[src/rtl/pwm_ramp_sequencer_if.sv]
// pwm_ramp_sequencer_if
// Configuration handshake between the SPI register bank (master) and the
// PWM ramp sequencer (slave).
//   cfg_valid    master -> slave  config strobe
//   cfg_ready    slave  -> master sequencer can accept a config
//   cfg_target   master -> slave  target duty
//   cfg_step     master -> slave  duty increment per step (0 = jump to target)
//   cfg_interval master -> slave  step every cfg_interval+1 PWM periods
//   cfg_en_out   master -> slave  output-enable mask to apply
//   cfg_en_pwm   master -> slave  PWM-enable mask to apply
interface pwm_ramp_sequencer_if #(
  parameter int CH     = 16,
  parameter int DUTY_W = 8,
  parameter int IVL_W  = 8
);
  logic              cfg_valid;
  logic              cfg_ready;
  logic [DUTY_W-1:0] cfg_target;
  logic [DUTY_W-1:0] cfg_step;
  logic [IVL_W-1:0]  cfg_interval;
  logic [CH-1:0]     cfg_en_out;
  logic [CH-1:0]     cfg_en_pwm;

  modport master (
    output cfg_valid, cfg_target, cfg_step, cfg_interval, cfg_en_out, cfg_en_pwm,
    input  cfg_ready
  );

  modport slave (
    input  cfg_valid, cfg_target, cfg_step, cfg_interval, cfg_en_out, cfg_en_pwm,
    output cfg_ready
  );
endinterface

[src/rtl/pwm_ramp_sequencer.sv]
// pwm_ramp_sequencer
// Sits between the SPI register bank and the PWM peripheral. A configuration
// is latched into shadow registers, its enable masks are applied on the next
// PWM period boundary, and the duty cycle is then ramped toward the target one
// step every (interval+1) PWM periods. All duty/enable changes happen on
// pwm_period_end edges so the PWM never sees a mid-period update.
// Ports:
//   clk, rst        clock and synchronous active-high reset
//   cfg             configuration handshake (slave side)
//   abort           cancel a pending or running ramp, outputs hold
//   pwm_period_end  one-cycle pulse at PWM counter wrap
//   duty_out        duty cycle to the PWM peripheral
//   en_out, en_pwm  applied output / PWM enable masks
//   busy            high while a config is pending or ramping
//   done            one-cycle pulse when duty_out reaches the target
module pwm_ramp_sequencer #(
  parameter int CH     = 16,
  parameter int DUTY_W = 8,
  parameter int IVL_W  = 8
) (
  input  logic                clk,
  input  logic                rst,
  pwm_ramp_sequencer_if.slave cfg,
  input  logic                abort,
  input  logic                pwm_period_end,
  output logic [DUTY_W-1:0]   duty_out,
  output logic [CH-1:0]       en_out,
  output logic [CH-1:0]       en_pwm,
  output logic                busy,
  output logic                done
);

  typedef enum logic [1:0] {IDLE, SYNC, RAMP, DONE} state_e;

  state_e            state_q, state_d;
  logic [DUTY_W-1:0] tgt_q, tgt_d;
  logic [DUTY_W-1:0] stp_q, stp_d;
  logic [IVL_W-1:0]  ivl_q, ivl_d;
  logic [CH-1:0]     sh_en_out_q, sh_en_out_d;
  logic [CH-1:0]     sh_en_pwm_q, sh_en_pwm_d;
  logic [IVL_W-1:0]  cnt_q, cnt_d;
  logic [DUTY_W-1:0] duty_q, duty_d;
  logic [CH-1:0]     en_out_q, en_out_d;
  logic [CH-1:0]     en_pwm_q, en_pwm_d;

  // One ramp step from cur toward tgt, clamped at tgt. Worked in two extra
  // signed bits so neither cur+stp overflows past 2^DUTY_W-1 nor cur-stp
  // wraps below zero before the clamp is applied.
  function automatic logic [DUTY_W-1:0] step_toward(
    input logic [DUTY_W-1:0] cur,
    input logic [DUTY_W-1:0] tgt,
    input logic [DUTY_W-1:0] stp
  );
    logic signed [DUTY_W+1:0] cur_s, tgt_s, up_s, dn_s;
    logic [DUTY_W-1:0]        res;
    cur_s = $signed({2'b00, cur});
    tgt_s = $signed({2'b00, tgt});
    up_s  = cur_s + $signed({2'b00, stp});
    dn_s  = cur_s - $signed({2'b00, stp});
    if (stp == '0)
      res = tgt;
    else if (cur < tgt)
      res = (up_s >= tgt_s) ? tgt : up_s[DUTY_W-1:0];
    else
      res = (dn_s <= tgt_s) ? tgt : dn_s[DUTY_W-1:0];
    return res;
  endfunction

  // State and datapath registers
  always_ff @(posedge clk) begin
    if (rst) begin
      state_q     <= IDLE;
      tgt_q       <= '0;
      stp_q       <= '0;
      ivl_q       <= '0;
      sh_en_out_q <= '0;
      sh_en_pwm_q <= '0;
      cnt_q       <= '0;
      duty_q      <= '0;
      en_out_q    <= '0;
      en_pwm_q    <= '0;
    end else begin
      state_q     <= state_d;
      tgt_q       <= tgt_d;
      stp_q       <= stp_d;
      ivl_q       <= ivl_d;
      sh_en_out_q <= sh_en_out_d;
      sh_en_pwm_q <= sh_en_pwm_d;
      cnt_q       <= cnt_d;
      duty_q      <= duty_d;
      en_out_q    <= en_out_d;
      en_pwm_q    <= en_pwm_d;
    end
  end

  // Next state and register updates
  always_comb begin
    state_d     = state_q;
    tgt_d       = tgt_q;
    stp_d       = stp_q;
    ivl_d       = ivl_q;
    sh_en_out_d = sh_en_out_q;
    sh_en_pwm_d = sh_en_pwm_q;
    cnt_d       = cnt_q;
    duty_d      = duty_q;
    en_out_d    = en_out_q;
    en_pwm_d    = en_pwm_q;
    case (state_q)
      IDLE: begin
        if (cfg.cfg_valid) begin
          tgt_d       = cfg.cfg_target;
          stp_d       = cfg.cfg_step;
          ivl_d       = cfg.cfg_interval;
          sh_en_out_d = cfg.cfg_en_out;
          sh_en_pwm_d = cfg.cfg_en_pwm;
          state_d     = SYNC;
        end
      end
      SYNC: begin
        // abort outranks a coincident period boundary: nothing is applied
        if (abort) begin
          state_d = IDLE;
        end else if (pwm_period_end) begin
          en_out_d = sh_en_out_q;
          en_pwm_d = sh_en_pwm_q;
          cnt_d    = ivl_q;
          state_d  = (duty_q == tgt_q) ? DONE : RAMP;
        end
      end
      RAMP: begin
        if (abort) begin
          state_d = IDLE;
        end else if (pwm_period_end) begin
          if (cnt_q != '0) begin
            cnt_d = cnt_q - IVL_W'(1);
          end else begin
            duty_d = step_toward(duty_q, tgt_q, stp_q);
            cnt_d  = ivl_q;
            if (duty_d == tgt_q)
              state_d = DONE;
          end
        end
      end
      DONE:    state_d = IDLE;
      default: state_d = IDLE;
    endcase
  end

  // Outputs decoded from registered state only
  always_comb begin
    cfg.cfg_ready = (state_q == IDLE);
    busy          = (state_q == SYNC) || (state_q == RAMP);
    done          = (state_q == DONE);
    duty_out      = duty_q;
    en_out        = en_out_q;
    en_pwm        = en_pwm_q;
  end

endmodule

[src/flat_wrapper.sv]
// flat-port wrapper written by rule: the top's interface ports become plain ports
module pwm_ramp_sequencer_flat 
#(
  parameter int CH     = 16,
  parameter int DUTY_W = 8,
  parameter int IVL_W  = 8
)
  (clk, rst, abort, pwm_period_end, duty_out, en_out, en_pwm, busy, done, cfg_cfg_valid, cfg_cfg_target, cfg_cfg_step, cfg_cfg_interval, cfg_cfg_en_out, cfg_cfg_en_pwm, cfg_cfg_ready);
  pwm_ramp_sequencer_if #(.CH(CH), .DUTY_W(DUTY_W), .IVL_W(IVL_W)) cfg_i ();
  input  logic clk;
  input  logic rst;
  input  logic abort;
  input  logic pwm_period_end;
  output logic [DUTY_W-1:0] duty_out;
  output logic [CH-1:0] en_out;
  output logic [CH-1:0] en_pwm;
  output logic busy;
  output logic done;
  input wire logic [$bits(cfg_i.cfg_valid)-1:0] cfg_cfg_valid;
  input wire logic [$bits(cfg_i.cfg_target)-1:0] cfg_cfg_target;
  input wire logic [$bits(cfg_i.cfg_step)-1:0] cfg_cfg_step;
  input wire logic [$bits(cfg_i.cfg_interval)-1:0] cfg_cfg_interval;
  input wire logic [$bits(cfg_i.cfg_en_out)-1:0] cfg_cfg_en_out;
  input wire logic [$bits(cfg_i.cfg_en_pwm)-1:0] cfg_cfg_en_pwm;
  output wire logic [$bits(cfg_i.cfg_ready)-1:0] cfg_cfg_ready;
  assign cfg_i.cfg_valid = cfg_cfg_valid;
  assign cfg_i.cfg_target = cfg_cfg_target;
  assign cfg_i.cfg_step = cfg_cfg_step;
  assign cfg_i.cfg_interval = cfg_cfg_interval;
  assign cfg_i.cfg_en_out = cfg_cfg_en_out;
  assign cfg_i.cfg_en_pwm = cfg_cfg_en_pwm;
  assign cfg_cfg_ready = cfg_i.cfg_ready;
  pwm_ramp_sequencer #(.CH(CH), .DUTY_W(DUTY_W), .IVL_W(IVL_W)) u_core (.clk(clk), .rst(rst), .cfg(cfg_i), .abort(abort), .pwm_period_end(pwm_period_end), .duty_out(duty_out), .en_out(en_out), .en_pwm(en_pwm), .busy(busy), .done(done));
endmodule
[config.mk]
export PLATFORM = sky130hd
export DESIGN_NAME = pwm_ramp_sequencer_flat
export DESIGN_NICKNAME = d
export VERILOG_FILES = /design/src/rtl/pwm_ramp_sequencer_if.sv /design/src/rtl/pwm_ramp_sequencer.sv /design/src/flat_wrapper.sv
export SDC_FILE = /design/constraint.sdc
export NUM_CORES = 1
export LEC_CHECK = 0
export BUFFER_PORTS_ARGS = -buffer_cell sky130_fd_sc_hd__buf_4
export CORE_MARGIN = 1
export CORE_UTILIZATION = 56
export DETAILED_ROUTE_END_ITERATION = 8
export HOLD_SLACK_MARGIN = 0.1
export PLACE_DENSITY = 0.8
export SETUP_SLACK_MARGIN = 0.4
export SYNTH_ARGS = -nofsm -noshare
export SYNTH_HDL_FRONTEND = slang
export SYNTH_SLANG_ARGS = --single-unit
[constraint.sdc]
create_clock -name clk -period 4.8 [get_ports clk]
set_input_delay 0.72 -clock clk [delete_from_list [all_inputs] [get_ports clk]]
set_output_delay 0.72 -clock clk [all_outputs]
set_load 0.02 [all_outputs]
==> flow_metrics.env, run 1 <==
export IMPL_status="complete, no violations"
export IMPL_n_antenna_cell=0
export IMPL_vias_per_cell=5.67
export IMPL_via_count=5523
export IMPL_netlist_top_cell_by_area="dfxtp_1"
export IMPL_port_buffers=103
export IMPL_cts_sinks=106
export IMPL_cts_tree="yes"
export IMPL_grtUsageTotal_pct=30.0
export IMPL_grt_pass1_vias=5020
export IMPL_synthCells=744
export IMPL_nets=945
export IMPL_layout_drive_gt1_share_pct=20.5
export IMPL_hold_viol_final=0
export IMPL_irDropWorstVdd_uv=234
export IMPL_ant_nets=0
export IMPL_fmax_mhz=229
export IMPL_synth_main_ff_cell="dfxtp_1"
export IMPL_setup_viol=0
export IMPL_grt_max_degree=108
export IMPL_seq_area_frac_synth_pct=37.5
export IMPL_async_flop_share_pct=0
export IMPL_synth_area_top_cells="dfxtp_1, nand2_1, a21oi_1"
export IMPL_die_x_um=103
export IMPL_clock_path_buffers=2
export IMPL_root_buffer="clkbuf_8"
export IMPL_period_minus_slack_ps=4370
export IMPL_syn_nets=853
export IMPL_critPathLaunchType="flip-flop"
export IMPL_yosys_top_cells_count="nand2_1, a21oi_1, dfxtp_1, ha_1, nor2_1"
export IMPL_post_route_period_util_pct=90.9
export IMPL_cp_max_fo=5
export IMPL_clock_latency_ps=370
export IMPL_required_ps=5080
export IMPL_max_cap_violations=0
export IMPL_tns_ps=0
export IMPL_overflow=0
export IMPL_drt_pass1_iter_count=4
export IMPL_yosysMostFrequentCell="nand2_1"
export IMPL_cp_end_kind="flip-flop"
export IMPL_p_per_area_nw_per_um2=415
export IMPL_max_slew_margin_pct=20.3
export IMPL_wire_per_inst_um=15.9
export IMPL_grt_pass1_wl_um=24500
export IMPL_htreeDepth=3
export IMPL_slew_violations=0
export IMPL_die_area_um2=10500
export IMPL_hold_class="reg -> reg"
export IMPL_ys_warn_count=0
export IMPL_io_pins=104
export IMPL_ys_types=55
export IMPL_worst_slew_pin_transition_ps=1190
export IMPL_area_growth_pct=21.6
export IMPL_leakage_nw=2.83
export IMPL_crit_type="reg -> reg"
export IMPL_worstPathArrival_ps=4650
export IMPL_synth_seq_cells=106
export IMPL_placed_cells=946
export IMPL_synth_top_area_share_pct=37.5
export IMPL_critPathMaxStageDelay_ps=410
export IMPL_row_count=36
export IMPL_drtIter0Drc=280
export IMPL_dp_hpwl_um=11200
export IMPL_clkTransAtPathRegs_ps=120
export IMPL_die_h_um=103
export IMPL_path_cells="inv_2, ha_4, inv_2, fa_2, a211oi_2, nor2_1, o21a_1, o21a_1, nor2_2, ha_1, and4_1, o2bb2ai_1, a41o_1, or3_4, o221a_1, o31ai_1, a41o_1, o31ai_4, buf_4, a221oi_2"
export IMPL_route_detailed_drc=0
export IMPL_gp_congestion=0.988
export IMPL_start_util_pct=57.9
export IMPL_synth_area_um2=5660
export IMPL_syn_area_per_cell_um2=7.61
export IMPL_synth_edf_count=0
export IMPL_rsz0062_at_grt="true"
export IMPL_core_area_um2=9770
export IMPL_final_cells=974
export IMPL_skew_ps=18.1
export IMPL_cts_buffers=9
export IMPL_drt_total_wl_um=15500
export IMPL_hold_worst_slack_ps=459
export IMPL_critical_path_slowest_cell="or3_4"
export IMPL_grt_antenna_before_repair=0
==> final timing paths <==
kind | start | endpoint | slack (ps) | cells after the start
max | u_core.duty_out[0] | u_core.state_q[0] | 430 | 20
min reg2reg | u_core.sh_en_out_q[1] | u_core.en_out[1] | 460 | 2
min | u_core.sh_en_out_q[1] | u_core.en_out[1] | 460 | 2
max reg2reg | u_core.duty_out[0] | u_core.state_q[0] | 430 | 20
==> through the flow <==
stage | worst slack (ps) | area, µm² | power (W) | utilization (%)
floorplan | 521 | 5660 | 0.00188 | -
global placement | 262 | 6490 | 0.00218 | 66.4
detailed placement | 269 | 6490 | 0.00219 | 66.4
CTS | 407 | 6740 | 0.00274 | 68.9
global route | 305 | 6880 | 0.00304 | 70.4
finish | 435 | 6880 | 0.00286 | 70.4
==> worst max-delay path: cells and delay by family, from the launching register on <==
family	cells	cell delay, ps
simple gates	4	760
fa+ha+maj	3	760
compound gates	10	2140
flops	1	350
buf+inv	3	260
==> flip-flops by register name, summed over array words and instances, names as in the netlist <==
register and flops:
u_core.duty_out 8, u_core.stp_q 8, u_core.sh_en_out_q 16, u_core.cnt_q 8
u_core.sh_en_pwm_q 16, u_core.tgt_q 8, u_core.state_q 2, u_core.ivl_q 8
u_core.en_pwm 16, u_core.en_out 16
==> repair_timing <==
| action | CTS | global route |
|---|---|---|
| cloned | 0 | 1 |
| pin swaps | 2 | 16 |
| endpoints found under the setup margin | 2 | 2 |
| buffers inserted | 3 | 8 |
| resized for setup | 7 | 21 |
| hold buffers | 0 | 0 |
==> routing by layer <==
| metal | vias to the layer above | track usage (%) | part of all wire [%] |
|---|---|---|---|
| met5 | - | 0 | 0 |
| met4 | 0 | 13.7 | 3.1 |
| met3 | 33 | 7.12 | 7.3 |
| met2 | 163 | 49.6 | 48 |
| met1 | 2590 | 37.1 | 41 |
| li1 | 2737 | - | - |
==> cells in the final DEF, fill, tap and decap left out, types with 6 or more instances in the layout <==
cell      instances
a21oi_1         114
buf_4           123
clkbuf_8          9
dfxtp_1         101
ha_1             42
inv_1            28
nand2_1         206
nand2b_1          6
nand3_1           7
nor2_1           40
nor2b_1           6
nor3_1           12
o21a_1            7
o21ai_0          18
o21ai_1           7
o221ai_1          6
o22a_1            6
==> report_power, final <==
group	leakage (nW)	internal, W	switching, W	total (W)
logic	1.87	0.000551	0.000745	0.00130
clock network	0.0911	0.000201	0.000332	0.000534
registers	0.865	0.000966	0.0000635	0.00103
total	2.83	0.00172	0.00114	0.00286
==> layout make-up <==
| class | instances | area [µm²] |
|---|---|---|
| clock inverters | 7 | 68.8 |
| flip-flops and latches | 106 | 2130 |
| repair buffers | 123 | 923 |
| well taps | 133 | 166 |
| clock buffers | 9 | 124 |
| fillers | 852 | 2890 |
| inverters | 30 | 113 |
| multi-input cells | 566 | 3360 |
==> cells by family (layout without fill, tap and decap cells) <==
| family | Yosys count | count (layout) | synth area share, % |
|---|---|---|---|
| buf+inv | 73 | 169 | 5.13 |
| fa+ha+maj | 48 | 48 | 10.9 |
| flops | 106 | 106 | 37.5 |
| xor+xnor | 9 | 9 | 1.64 |
| mux | 4 | 4 | 0.752 |
| compound gates | 201 | 201 | 21.6 |
| simple gates | 303 | 304 | 22.5 |
(Power assumes the default switching activity.)
==> run 2: changes to the inputs <==
--- a/constraint.sdc
+++ b/constraint.sdc
@@ -3,2 +3,2 @@
 set_output_delay 0.72 -clock clk [all_outputs]
-set_load 0.02 [all_outputs]
+set_load 0.1 [all_outputs]
==> run 2 against run 1 <==
Compared with the run above:
- fmax is 1.1% higher
- setup slack gained 48 ps
- first-iteration DRC count fell by 26%
- clock-buffer cell count unchanged
- largest power group unchanged
==> flow_metrics.env, run 2 (synthesis gave the netlist of run 1 again) <==
export IMPL_dp_hpwl_um=10900
export IMPL_worstPathArrival_ps=4600
export IMPL_skew_ps=12.9
export IMPL_area_growth_pct=23.0
export IMPL_status="complete, no violations"
export IMPL_layout_drive_gt1_share_pct=21.5
export IMPL_hold_buffers=0
export IMPL_grt_use_met1_pct=36.0
export IMPL_core_area_um2=9770
export IMPL_hold_viol_final=0
export IMPL_period_minus_slack_ps=4320
export IMPL_gp_congestion=0.891
export IMPL_max_slew_margin_pct=14.5
export IMPL_grt_pass1_wl_um=24300
export IMPL_worstHoldStart="u_core.sh_en_out_q[7]"
export IMPL_cts_tree="yes"
export IMPL_critPathLaunchType="flip-flop"
export IMPL_reg2regPathDepth=19
export IMPL_vias_per_cell=5.62
export IMPL_die_x_um=103
export IMPL_drt_pass1_iter_count=5
export IMPL_leakage_nw=2.88
export IMPL_worst_slew_pin_transition_ps=1280
export IMPL_ant_nets=0
export IMPL_clock_path_buffers=2
export IMPL_cts_buffers=9
export IMPL_drtIter0Drc=207
export IMPL_globalRouteMet2Util_pct=50.6
export IMPL_crit_type="reg -> reg"
export IMPL_tns_ps=0
export IMPL_start_util_pct=57.9
export IMPL_final_cells=971
export IMPL_power_w=0.00309
export IMPL_irDropWorstVdd_uv=247
export IMPL_root_buffer="clkbuf_8"
export IMPL_rsz0062_at_grt="true"
export IMPL_required_ps=5080
export IMPL_critical_path_slowest_cell="or3_4"
export IMPL_route_detailed_drc=0
export IMPL_grt_busiest_layer="met2"
export IMPL_critPathMaxStageDelay_ps=430
export IMPL_drt_total_wl_um=15600
export IMPL_overflow=0
export IMPL_hold_path_depth=2
export IMPL_use_met3_pct=8.07
export IMPL_die_h_um=103
export IMPL_htreeDepth=3
export IMPL_fmax_mhz=232
export IMPL_die_area_um2=10500
export IMPL_p_per_area_nw_per_um2=443
export IMPL_path_buf_inv=2
export IMPL_rr_endpoint="u_core.state_q[1]"
export IMPL_cp_max_fo=7
export IMPL_clkTransAtPathRegs_ps=110
export IMPL_io_pins=104
export IMPL_row_count=36
export IMPL_grt_max_degree=108
export IMPL_grt_pass1_vias=5070
export IMPL_via_count=5457
export IMPL_cp_end_kind="flip-flop"
export IMPL_nets=942
export IMPL_path_cells="inv_4, ha_4, inv_2, fa_2, a211oi_2, nor2_1, o21a_1, o21a_1, nor2_2, ha_1, and4_1, o2bb2ai_2, a41o_1, or3_4, o221a_1, o31ai_1, a41o_1, o31ai_4, mux2_4"
export IMPL_r2r_start="u_core.duty_out[0]"
export IMPL_wire_per_inst_um=16.1
export IMPL_path_delay_family="compound AO/OA/AOI/OAI gates"
export IMPL_hold_path_endpoint="u_core.en_out[7]"
export IMPL_max_cap_violations=0
export IMPL_layout_common_cells="nand2_1, buf_4, a21oi_1"
export IMPL_clock_latency_ps=380
export IMPL_port_buffers=103
export IMPL_post_route_period_util_pct=89.9
export IMPL_slew_violations=0
export IMPL_grtUsageTotal_pct=30.2
export IMPL_setup_viol=0
export IMPL_n_antenna_cell=0
export IMPL_grt_antenna_before_repair=0
export IMPL_layout_commonest_cell="nand2_1"
export IMPL_cts_sinks=106
export IMPL_placed_cells=943
export IMPL_reg2reg_slack_ps=480
export IMPL_hold_class="reg -> reg"
-- run 2: routing by layer --
| metal | share of wire (%) | wire (µm) | up-vias |
|---|---|---|---|
| met4 | 3.6 | 563 | 0 |
| li1 | - | - | 2726 |
| met1 | 40 | 6290 | 2519 |
| met2 | 49 | 7620 | 172 |
| met5 | 0 | 0 | - |
| met3 | 7.4 | 1150 | 40 |
-- run 2: final cells by class --
| cell class | count | area [µm²] |
|---|---|---|
| clock buffer | 9 | 124 |
| tap | 133 | 166 |
| multi-input combinational | 565 | 3390 |
| timing repair buffer | 121 | 912 |
| clock inverter | 7 | 113 |
| sequential | 106 | 2140 |
| inverter | 30 | 115 |
| fill | 818 | 2820 |
-- run 2: power by group --
part           internal, W  total [W]  switching, W
sequential        0.000965    0.00103     0.0000630
combinational     0.000552    0.00142      0.000869
clock             0.000305   0.000636      0.000332
-- run 2: stage by stage --
step / setup slack, ps / hold slack [ps] / util, % / instance area [µm²]
2_1_floorplan: 433 / 432 / - / 5670
3_3_place_gp: 361 / 436 / 66.3 / 6480
3_5_place_dp: 238 / 445 / 66.3 / 6480
4_1_cts: 401 / 456 / 69.6 / 6800
5_1_grt: 362 / 474 / 71.2 / 6960
6_report: 483 / 455 / 71.2 / 6960
-- run 2: how the worst max path moves through the flow --
stage                            start           endpoint  slack, ps  cells after the start
finish              u_core.duty_out[0]  u_core.state_q[1]        480                     19
global route        u_core.duty_out[0]  u_core.state_q[1]        360                     19
CTS                    u_core.stp_q[0]  u_core.state_q[1]        400                     18
detailed placement  u_core.duty_out[0]  u_core.state_q[1]        240                     19
global placement    u_core.duty_out[0]  u_core.state_q[1]        360                     19
floorplan           u_core.duty_out[2]  u_core.state_q[1]        430                     18
-- run 2: timing repair --
| item | in CTS | in global routing |
|---|---|---|
| pin swaps | 11 | 18 |
| resized for setup | 9 | 26 |
| endpoints found under the setup margin | 2 | 2 |
| setup buffers | 7 | 5 |
-- run 2: worst reg2reg max path, cell delays in order, from the launching register on --
cell and delay [ps]:
dfxtp_4 370, inv_4 60, ha_4 130, inv_2 40, fa_2 370, a211oi_2 230
nor2_1 100, o21a_1 230, o21a_1 210, nor2_2 130, ha_1 250, and4_1 170
o2bb2ai_2 110, a41o_1 220, or3_4 430, o221a_1 280, o31ai_1 220, a41o_1 250
o31ai_4 100, mux2_4 330
